[config.mk]
export PLATFORM = sky130hd
export DESIGN_NAME = imem_dmem_arbiter
export DESIGN_NICKNAME = d
export VERILOG_FILES = /design/src/rtl/mips_pkg.sv /design/src/rtl/arb_prio_starve.sv /design/src/rtl/imem_dmem_arbiter.sv
export SDC_FILE = /design/constraint.sdc
export NUM_CORES = 1
export LEC_CHECK = 0
export ABC_AREA = 1
export BUFFER_PORTS_ARGS = -buffer_cell sky130_fd_sc_hd__buf_2
export CAP_MARGIN = 20
export CELL_PAD_IN_SITES_DETAIL_PLACEMENT = 2
export CELL_PAD_IN_SITES_GLOBAL_PLACEMENT = 2
export CORE_ASPECT_RATIO = 0.7
export CORE_MARGIN = 3
export CORE_UTILIZATION = 17
export DETAILED_ROUTE_END_ITERATION = 8
export PLACE_DENSITY_LB_ADDON = 0.1
export SYNTH_ARGS = -nofsm -noshare
export SYNTH_HDL_FRONTEND = slang
export SYNTH_SLANG_ARGS = --single-unit
[constraint.sdc]
create_clock -name clk -period 1.6 [get_ports clk]
set_input_delay 0.16 -clock clk [delete_from_list [all_inputs] [get_ports clk]]
set_output_delay 0.16 -clock clk [all_outputs]
set_load 0.1 [all_outputs]
[src/rtl/mips_pkg.sv]
// Shared encodings for the instruction/data memory arbiter of the 5-stage MIPS pipeline.
package mips_pkg;

    localparam int unsigned ADDR_W_DEF = 32;
    localparam int unsigned DATA_W_DEF = 32;
    localparam int unsigned WAIT_W     = 4;

    typedef enum logic [1:0] {
        IDLE  = 2'd0,
        ISSUE = 2'd1,
        RESP  = 2'd2
    } state_t;

    localparam logic OWN_I = 1'b0;
    localparam logic OWN_D = 1'b1;

endpackage

[src/rtl/arb_prio_starve.sv]
// Fixed data-over-fetch priority with a fetch starvation guard.
module arb_prio_starve
    import mips_pkg::*;
#(
    parameter int unsigned MAX_WAIT = 3
) (
    input  logic clk,
    input  logic rst_n,
    input  logic arb_en,
    input  logic i_req,
    input  logic d_req,
    output logic grant_c,
    output logic grant_own_c
);

    logic [WAIT_W-1:0] wait_cnt;
    logic              force_i_c;

    // Fetch wins outright once it has lost MAX_WAIT consecutive arbitrations.
    always_comb begin
        force_i_c   = i_req && (wait_cnt >= WAIT_W'(MAX_WAIT));
        grant_c     = i_req || d_req;
        grant_own_c = OWN_I;
        if (!force_i_c && d_req) begin
            grant_own_c = OWN_D;
        end
    end

    // Counts only arbitrations that fetch loses while asking.
    always_ff @(posedge clk or negedge rst_n) begin
        if (!rst_n) begin
            wait_cnt <= '0;
        end else if (arb_en) begin
            if (!i_req || (grant_own_c == OWN_I)) begin
                wait_cnt <= '0;
            end else if (wait_cnt != {WAIT_W{1'b1}}) begin
                wait_cnt <= wait_cnt + WAIT_W'(1);
            end
        end
    end

endmodule

[src/rtl/imem_dmem_arbiter.sv]
// Shares one synchronous-read memory between the fetch and MEM stages using
// a two-cycle issue/response sequence per transaction.
module imem_dmem_arbiter
    import mips_pkg::*;
#(
    parameter int unsigned ADDR_W    = ADDR_W_DEF,
    parameter int unsigned DATA_W    = DATA_W_DEF,
    parameter int unsigned MEM_AW    = 8,
    parameter int unsigned MAX_WAIT  = 3,
    parameter int unsigned BYTE_ADDR = 1
) (
    input  logic              clk,
    input  logic              rst_n,
    input  logic              i_req,
    input  logic [ADDR_W-1:0] i_addr,
    output logic              i_gnt,
    output logic              i_rvalid,
    output logic [DATA_W-1:0] i_rdata,
    input  logic              d_req,
    input  logic              d_we,
    input  logic [ADDR_W-1:0] d_addr,
    input  logic [DATA_W-1:0] d_wdata,
    output logic              d_gnt,
    output logic              d_rvalid,
    output logic [DATA_W-1:0] d_rdata,
    output logic [MEM_AW-1:0] mem_addr,
    output logic [DATA_W-1:0] mem_wrdata,
    output logic              mem_write,
    output logic              mem_read,
    input  logic [DATA_W-1:0] mem_redata,
    output logic              stall_if,
    output logic              stall_mem
);

    state_t            state, state_nxt;
    logic              owner, owner_nxt;
    logic              we_q, we_nxt;
    logic              arb_en_c, grant_c, grant_own_c;
    logic              i_gnt_nxt, d_gnt_nxt, i_rvalid_nxt, d_rvalid_nxt;
    logic              mem_write_nxt, mem_read_nxt;
    logic [MEM_AW-1:0] mem_addr_nxt;
    logic [DATA_W-1:0] mem_wrdata_nxt;

    function automatic logic [MEM_AW-1:0] word_idx(input logic [ADDR_W-1:0] a);
        return (BYTE_ADDR != 0) ? MEM_AW'(a >> 2) : MEM_AW'(a);
    endfunction

    arb_prio_starve #(
        .MAX_WAIT (MAX_WAIT)
    ) u_arb (
        .clk         (clk),
        .rst_n       (rst_n),
        .arb_en      (arb_en_c),
        .i_req       (i_req),
        .d_req       (d_req),
        .grant_c     (grant_c),
        .grant_own_c (grant_own_c)
    );

    always_ff @(posedge clk or negedge rst_n) begin
        if (!rst_n) begin
            state <= IDLE;
            owner <= OWN_I;
            we_q  <= 1'b0;
        end else begin
            state <= state_nxt;
            owner <= owner_nxt;
            we_q  <= we_nxt;
        end
    end

    // Next state plus next values of every registered output.
    always_comb begin
        state_nxt      = state;
        owner_nxt      = owner;
        we_nxt         = we_q;
        arb_en_c       = 1'b0;
        i_gnt_nxt      = 1'b0;
        d_gnt_nxt      = 1'b0;
        i_rvalid_nxt   = 1'b0;
        d_rvalid_nxt   = 1'b0;
        mem_write_nxt  = 1'b0;
        mem_read_nxt   = 1'b0;
        mem_addr_nxt   = mem_addr;
        mem_wrdata_nxt = '0;
        case (state)
            IDLE, RESP: begin
                arb_en_c  = 1'b1;
                state_nxt = IDLE;
                if (grant_c) begin
                    state_nxt = ISSUE;
                    owner_nxt = grant_own_c;
                    if (grant_own_c == OWN_D) begin
                        we_nxt         = d_we;
                        d_gnt_nxt      = 1'b1;
                        mem_addr_nxt   = word_idx(d_addr);
                        mem_write_nxt  = d_we;
                        mem_read_nxt   = ~d_we;
                        mem_wrdata_nxt = d_we ? d_wdata : '0;
                    end else begin
                        we_nxt       = 1'b0;
                        i_gnt_nxt    = 1'b1;
                        mem_addr_nxt = word_idx(i_addr);
                        mem_read_nxt = 1'b1;
                    end
                end
            end
            ISSUE: begin
                state_nxt    = RESP;
                i_rvalid_nxt = (owner == OWN_I) && !we_q;
                d_rvalid_nxt = (owner == OWN_D) && !we_q;
            end
            default: begin
                state_nxt = IDLE;
            end
        endcase
    end

    always_ff @(posedge clk or negedge rst_n) begin
        if (!rst_n) begin
            i_gnt      <= 1'b0;
            d_gnt      <= 1'b0;
            i_rvalid   <= 1'b0;
            d_rvalid   <= 1'b0;
            mem_write  <= 1'b0;
            mem_read   <= 1'b0;
            mem_addr   <= '0;
            mem_wrdata <= '0;
        end else begin
            i_gnt      <= i_gnt_nxt;
            d_gnt      <= d_gnt_nxt;
            i_rvalid   <= i_rvalid_nxt;
            d_rvalid   <= d_rvalid_nxt;
            mem_write  <= mem_write_nxt;
            mem_read   <= mem_read_nxt;
            mem_addr   <= mem_addr_nxt;
            mem_wrdata <= mem_wrdata_nxt;
        end
    end

    // Read data is forwarded straight from memory during the response cycle.
    assign i_rdata   = i_rvalid ? mem_redata : '0;
    assign d_rdata   = d_rvalid ? mem_redata : '0;
    assign stall_if  = i_req & ~i_rvalid;
    assign stall_mem = d_req & ~d_rvalid & ~(d_gnt & d_we);

endmodule

==> impl_metrics.yaml, run 1 <==
grt:
  grt_antenna_before_repair: 1
  grt_pass1_wl_mm: 16.9
  grt_max_degree: 55
  globalRouteOverflowTotal: 0
  grt_pass1_vias: 3198
  grtUsageTotal: 0.125
sta:
  slew_headroom: 0.662
  hold_ws_ps: 62.3
  maxSlewViolCount: 0
  setup_ws_ps: 37.5
  fin_crit_ps: 1560
  finalSetupViolations: 0
  period_share: 0.977
  rsz0062_at_grt: "true"
  worst_pin_slew_ps: 511
  hold_violations: 0
  skew_ps: 6.79
  tns_ps: 0
  max_freq_mhz: 640
die:
  rows: 37
  die_w_um: 154
  core_area_um2: 14900
  initial_core_util: 0.176
  die_h_um: 110
  pin_count: 245
  die_area_um2: 17000
detailed_routing:
  avgRoutedWirePerCell_um: 14.1
  vias: 2875
  route.detailed.drc: 0
  ant_nets: 0
  first_pass_iters: 2
  vias_per_cell: 3.79
  drt_iter0_markers: 37
  wl_mm: 10.7
flow_run:
  drv_cap: 0
yosys:
  netlist_area_um2: 2620
  synth_top_area_frac: 0.516
  synth_area_leaders: "dfrtp_1 (52%), inv_1 (18%), nand2_1 (14%), nor2_1 (3.9%), nand3_1 (3.4%)"
  yosysTopAreaCell: "dfrtp_1"
  yosysSeqAreaShare: 0.516
  ys_warn_count: 0
  synth_nets: 493
  synth_cell_types: 18
  synthCells: 359
  avgSynthCellArea_um2: 7.30
  yosys_register_bits: 54
power:
  sw_frac_of_total: 0.467
  p_clk_frac: 0.224
  p_per_area_nw_per_um2: 994
  leakage_uw: 0.00290
  combPwrFrac: 0.504
  power_switching_uw: 2660
  ir_worst_vdd_mv: 0.413
  sequentialPowerShare: 0.272
  p_int_uw: 3030
  power_uw: 5700
worst_setup_path:
  r2r_setup_slack_ps: 170
  path_cells: "buf_6 > nand2_2 > clkinvlp_4 > buf_12"
  r2r_cells: 8
  critical_path_required_ps: 1440
  cp.arrival_ps: 1400
  worstSetupPathType: "flop to primary output"
  reg2reg_from: "u_arb.wait_cnt[0]"
  end_kind: "primary output"
  start_kind: "flop"
  slowest_delay_ps: 570
  cpMaxStageDelayCell: "dfrtp_4"
  cp_max_fo: 8
  r2r_end: "mem_wrdata[7]"
min_path:
  hold_path_depth: 3
  holdPathEnd: "mem_wrdata[10]"
  min_from: "d_wdata[10]"
  hold_path_class: "primary input to flop"
final_layout:
  fin_cells: 759
  nets: 697
  antenna_cells: 0
  area_growth_pct: 119
  nFillCells: 1620
  drive_gt1_frac: 0.645
outcome:
  status: "complete, no violations"
clock_network:
  clock_latency_ps: 290
  cts-buffers-inserted: 5
  cts.clk_slew.worst_paths_ps: 70
  root_buffer: "clkbuf_16"
  cts_tree: "built"
  numClockSinks: 54
  clockBufferDepth: 2
  htree_levels: 2
placement:
  io_buffers: 196
  pre_cts_slack_ps: 66.5
  dp_cells: 745
  dpl.hpwl_mm: 8.77
  gp_congestion: 0.716
[routing by layer]
| metal | track usage | part of all wire | routed length [um] | vias up |
|---|---|---|---|---|
| li1 | - | - | - | 1379 |
| met5 | 0 | 0.0019 | 20 | - |
| met4 | 0.00945 | 0.0020 | 21 | 2 |
| met1 | 0.136 | 0.37 | 3960 | 1395 |
| met2 | 0.235 | 0.53 | 5650 | 94 |
| met3 | 0.0555 | 0.095 | 1020 | 5 |
[synthesized netlist by cell type]
cell      count
buf_6         3
nand4_1       1
nand2_1      97
nor3_1        2
a211oi_1      1
nand2_4       3
inv_1       126
buf_2         3
dfrtp_1      54
nor2_4        1
nor2_2        9
ha_1          1
clkbuf_1      9
nor2_1       27
a21oi_1       1
nand2_2       1
nand3_1      18
o21ai_0       2
[what timing repair did]
action	in CTS	in global routing
pin swaps	0	2
hold buffers	1	0
setup endpoints to repair	21	75
resized for setup	4	6
setup buffers	3	2
hold endpoints to repair	54	0
[critical path: cells and delay by family, from the launching register on]
| kind | cells | cell delay, ps |
|---|---|---|
| buffers and inverters | 3 | 450 |
| and+or+nand+nor | 1 | 90 |
| DFF | 1 | 570 |
[cell usage in the layout (no fill, tap or decap), drive strengths merged]
master,instances
nand4,1
a211oi,1
buf,211
a21oi,1
nand3,18
dfrtp,54
ha,1
nand2,101
clkinvlp,64
dlygate4sd3,1
bufinv,1
nor2,37
clkbuf,5
inv,64
nor3,2
o21ai,2
[through the flow]
stage          utilization  area [um2]
6_report             0.385        5730
4_1_cts              0.380        5670
3_5_place_dp         0.365        5440
5_1_grt              0.385        5730
2_1_floorplan            -        3250
3_3_place_gp         0.365        5440
[final cells by class]
type	count	area, um2	share of cell area
repair buffers	212	2200	0.384
flip-flops and latches	54	1360	0.237
multi-input cells	164	1040	0.181
inverters	126	713	0.124
well taps	195	244	0.0426
clock buffers	5	125	0.0218
clock inverters	3	47.5	0.00830
[how the worst max path moves through the flow]
stage,startpoint,to,slack [ps]
final,i_rvalid,i_rdata[10],40
after global routing,i_rvalid,i_rdata[10],-20
after CTS,i_rvalid,i_rdata[12],4
after detailed placement,u_arb.wait_cnt[0],mem_wrdata[7],70
after global placement,u_arb.wait_cnt[0],mem_wrdata[1],150
after floorplan,d_rvalid,stall_mem,-230
[cells by family (layout without fill, tap and decap cells)]
kind of cell / count (synthesis) / count (layout) / share of synthesized area
buffers and inverters: 141 / 346 / 0.212
AOI/OAI and AO/OA: 4 / 4 / 0.00859
DFF: 54 / 54 / 0.516
and+or+nand+nor: 159 / 159 / 0.259
adders and majority gates: 1 / 1 / 0.00477
[power groups by stage]
| stage | sequential [uW] | clock, uW | combinational [uW] |
|---|---|---|---|
| finish | 1550 | 1270 | 2870 |
| global route | 1570 | 1390 | 3010 |
| CTS | 1560 | 1340 | 2880 |
| detailed placement | 1600 | 0 | 2820 |
| global placement | 1590 | 0 | 2780 |
| floorplan | 2170 | 0 | 1340 |
[state kept, by name (all words and copies together) (netlist names)]
register	flops
state	2
mem_wrdata	32
owner	1
mem_write	1
d_rvalid	1
we_q	1
mem_addr	8
i_gnt	1
u_arb.wait_cnt	4
d_gnt	1
i_rvalid	1
mem_read	1
Power figures use the tool's default switching activity.
==> run 2: changes to the inputs <==
--- a/config.mk
+++ b/config.mk
@@ -6,5 +6,5 @@
 export NUM_CORES = 1
 export LEC_CHECK = 0
-export ABC_AREA = 1
+export ABC_AREA = 0
 export BUFFER_PORTS_ARGS = -buffer_cell sky130_fd_sc_hd__buf_2
 export CAP_MARGIN = 20
@@ -16,4 +16,5 @@
 export DETAILED_ROUTE_END_ITERATION = 8
 export PLACE_DENSITY_LB_ADDON = 0.1
+export SETUP_SLACK_MARGIN = 0.1
 export SYNTH_ARGS = -nofsm -noshare
 export SYNTH_HDL_FRONTEND = slang
==> constraint.sdc (replaced) <==
create_clock -name clk -period 1.6 [get_ports clk]
set_input_delay 0.16 -clock clk [delete_from_list [all_inputs] [get_ports clk]]
set_output_delay 0.16 -clock clk [all_outputs]
set_load 0.01 [all_outputs]
==> run 2 against run 1 <==
  * Design area down 30%
  * First-iteration DRC count is 65% higher
  * Critical endpoint is now mem_wrdata[12]
  * Global-route usage decreased by 0.31 points
  * Synthesized area down 10%
  * Synthesized cell count is 38% lower
  * Fmax down 0.68%
  * Sequential power is essentially flat
  * Worst hold slack better by 7.9 ps
  * Combinational power fell by 70%
  * Register-to-register slack got worse by 140 ps
  * Via count down 16%
==> impl_metrics.yaml, run 2 <==
outcome:
  status: "complete, no violations"
yosys:
  yosys-top-cells-count: "and2_1 (99), dfrtp_1 (54), nand2_1 (19)"
  yosys_register_bits: 54
  synth_nets: 357
  synth_cell_types: 23
  synth_top_area_frac: 0.573
  ys_warn_count: 0
  synth_edf_count: 0
  synth_ff_type: "dfrtp_1"
  synth_area_leaders: "dfrtp_1 (57%), and2_1 (26%), nand2_1 (3.0%), nand4_1 (2.7%), o211ai_1 (2.5%)"
  yosysMostFrequentCell: "and2_1"
  async_reset_ff_frac: 1.00
  yosysTopAreaCell: "dfrtp_1"
  yosysSeqAreaShare: 0.573
  netlist_area_um2: 2360
  synthCells: 223
  avgSynthCellArea_um2: 10.6
clock_network:
  htree_levels: 2
  cts.clk_slew.worst_paths_ps: 70
  cts-buffers-inserted: 5
  clockBufferDepth: 2
  root_buffer: "clkbuf_16"
  clock_latency_ps: 290
  cts_tree: "built"
  numClockSinks: 54
sta:
  period_share: 0.983
  rsz0062_at_grt: "true"
  setup_ws_ps: 26.9
  skew_ps: 4.95
  worst_pin_slew_ps: 580
  hold_violations: 0
  finalSetupViolations: 0
  max_freq_mhz: 636
  hold_ws_ps: 70.3
  tns_ps: 0
  fin_crit_ps: 1570
  maxSlewViolCount: 0
  slew_headroom: 0.614
final_layout:
  nets: 572
  antenna_cells: 0
  reg.largest.list: "mem_wrdata: 32 flops, mem_addr: 8 flops, u_arb.wait_cnt: 4 flops"
  drive_gt1_frac: 0.560
  mostFrequentLayoutCell: "buf_2"
  largest_register: "mem_wrdata"
  layout_common_cells: "buf_2 (196), and2_1 (86), dfrtp_1 (54)"
  final_core_util: 0.301
  largest_reg_flops: 32
  area_growth_pct: 70.5
  final_cell_area_um2: 4020
die:
  rows: 35
  die_h_um: 105
  die_w_um: 147
  pin_count: 245
  initial_core_util: 0.176
  core_area_um2: 13400
  die_area_um2: 15300
detailed_routing:
  met2WireLength_mm: 4.57
  met3_length_um: 740
  wl_mm: 9.39
  first_pass_iters: 2
  drt_iter0_markers: 61
  route.detailed.drc: 0
  met1_length_mm: 4.05
  ant_nets: 0
  vias: 2405
  top_layer_used: "met4"
  vias_per_cell: 3.85
  avgRoutedWirePerCell_um: 15.0
grt:
  globalRouteOverflowTotal: 0
  grt_pass1_wl_mm: 15.0
  grt_antenna_before_repair: 0
  grtUsageTotal: 0.122
  grt_max_degree: 34
  grt_pass1_vias: 2680
placement:
  detailed_place.area_um2: 3670
  pre_cts_slack_ps: -57.4
  dpl.hpwl_mm: 7.26
  io_buffers: 196
  gp_congestion: 0.690
worst_setup_path:
  worstSetupPathType: "flop to flop"
  cp.depth: 7
  end_kind: "flop"
  slowest_delay_ps: 390
  cp.arrival_ps: 1810
  crit_start: "u_arb.wait_cnt[0]"
  critical-path-top-delay-family: "flip-flops"
  r2r_setup_slack_ps: 30
  r2r_cells: 7
  timing.critical_path.to: "mem_wrdata[12]"
  r2r_end: "mem_wrdata[12]"
  cp_max_fo: 6
  critical_path_required_ps: 1830
  reg2reg_from: "u_arb.wait_cnt[0]"
  cpMaxStageDelayCell: "dfrtp_1"
  start_kind: "flop"
  cpMostUsedCell: "buf_4"
  cp_num_buf_inv: 3
  path_cells: "ha_2 > o31ai_2 > buf_4 > and4_4 > buf_4 > buf_12 > and2_4"
min_path:
  hold_path_class: "primary input to flop"
power:
  leakage_uw: 0.00232
  p_per_area_nw_per_um2: 897
  ir_worst_vdd_mv: 0.399
flow_run:
  drv_cap: 0
## run 2: cell count changes in the layout (fill, tap and decap cells not counted), sizes merged, moves of 3 or more
| cell | previous run | this run |
|---|---|---|
| nand3 | 18 | 0 |
| nor2 | 37 | 3 |
| o211ai | 0 | 8 |
| clkinv | 0 | 3 |
| and2 | 0 | 99 |
| nand2 | 101 | 19 |
| buf | 211 | 221 |
| inv | 64 | 2 |
| clkinvlp | 64 | 0 |
| nand4 | 1 | 10 |
## run 2: how the worst min path moves through the flow
stage | startpoint | depth (start not counted) | end
2_1_floorplan | rst_n | 0 | d_gnt
3_3_place_gp | rst_n | 1 | mem_wrdata[3]
3_5_place_dp | rst_n | 1 | mem_wrdata[3]
4_1_cts | d_wdata[23] | 2 | mem_wrdata[23]
5_1_grt | d_wdata[8] | 2 | mem_wrdata[8]
6_report | d_wdata[8] | 2 | mem_wrdata[8]
## run 2: per-stage QoR
| step | std cells | power (uW) |
|---|---|---|
| global route | 624 | 3850 |
| detailed placement | 606 | 2370 |
| floorplan | 223 | 1890 |
| CTS | 622 | 3690 |
| finish | 624 | 3610 |
| global placement | 606 | 2350 |
## run 2: layout make-up
class	instances	area, um2
tap	185	231
timing repair buffer	222	1290
inverter	3	11.3
multi-input combinational	152	968
clock buffer	5	125
clock inverter	3	40.0
fill	1539	9340
sequential	54	1350
## run 2: kinds of logic after synthesis
| kind of cell | share of synthesized area |
|---|---|
| and+or+nand+nor | 0.341 |
| DFF | 0.573 |
| buffers and inverters | 0.0329 |
| AOI/OAI and AO/OA | 0.0478 |
| adders and majority gates | 0.00531 |
## run 2: timing repair
action	4_1_cts	5_1_grt
setup endpoints to repair	44	79
setup buffers	5	3
pin swaps	10	5
hold buffers	1	0
resized for setup	15	7
endpoints found under the hold margin	19	0
gates cloned	2	0
## run 2: worst register-to-register path: cells and delay by family (launching register included)
kind	cells	cell delay, ps
AO/OA/AOI/OAI	1	170
adder cells (fa/ha/maj)	1	200
buffers and inverters	3	380
flip-flops	1	390
AND/OR/NAND/NOR	2	380
## run 2: where the power goes
part	switching [uW]	internal, uW
Combinational	442	413
Sequential	53.1	1470
Clock	497	734
## run 2: per-layer routing
metal	vias to the layer above	global-route usage
met4	0	0.0168
met5	-	0
li1	1143	-
met2	83	0.200
met1	1177	0.160
met3	2	0.0405
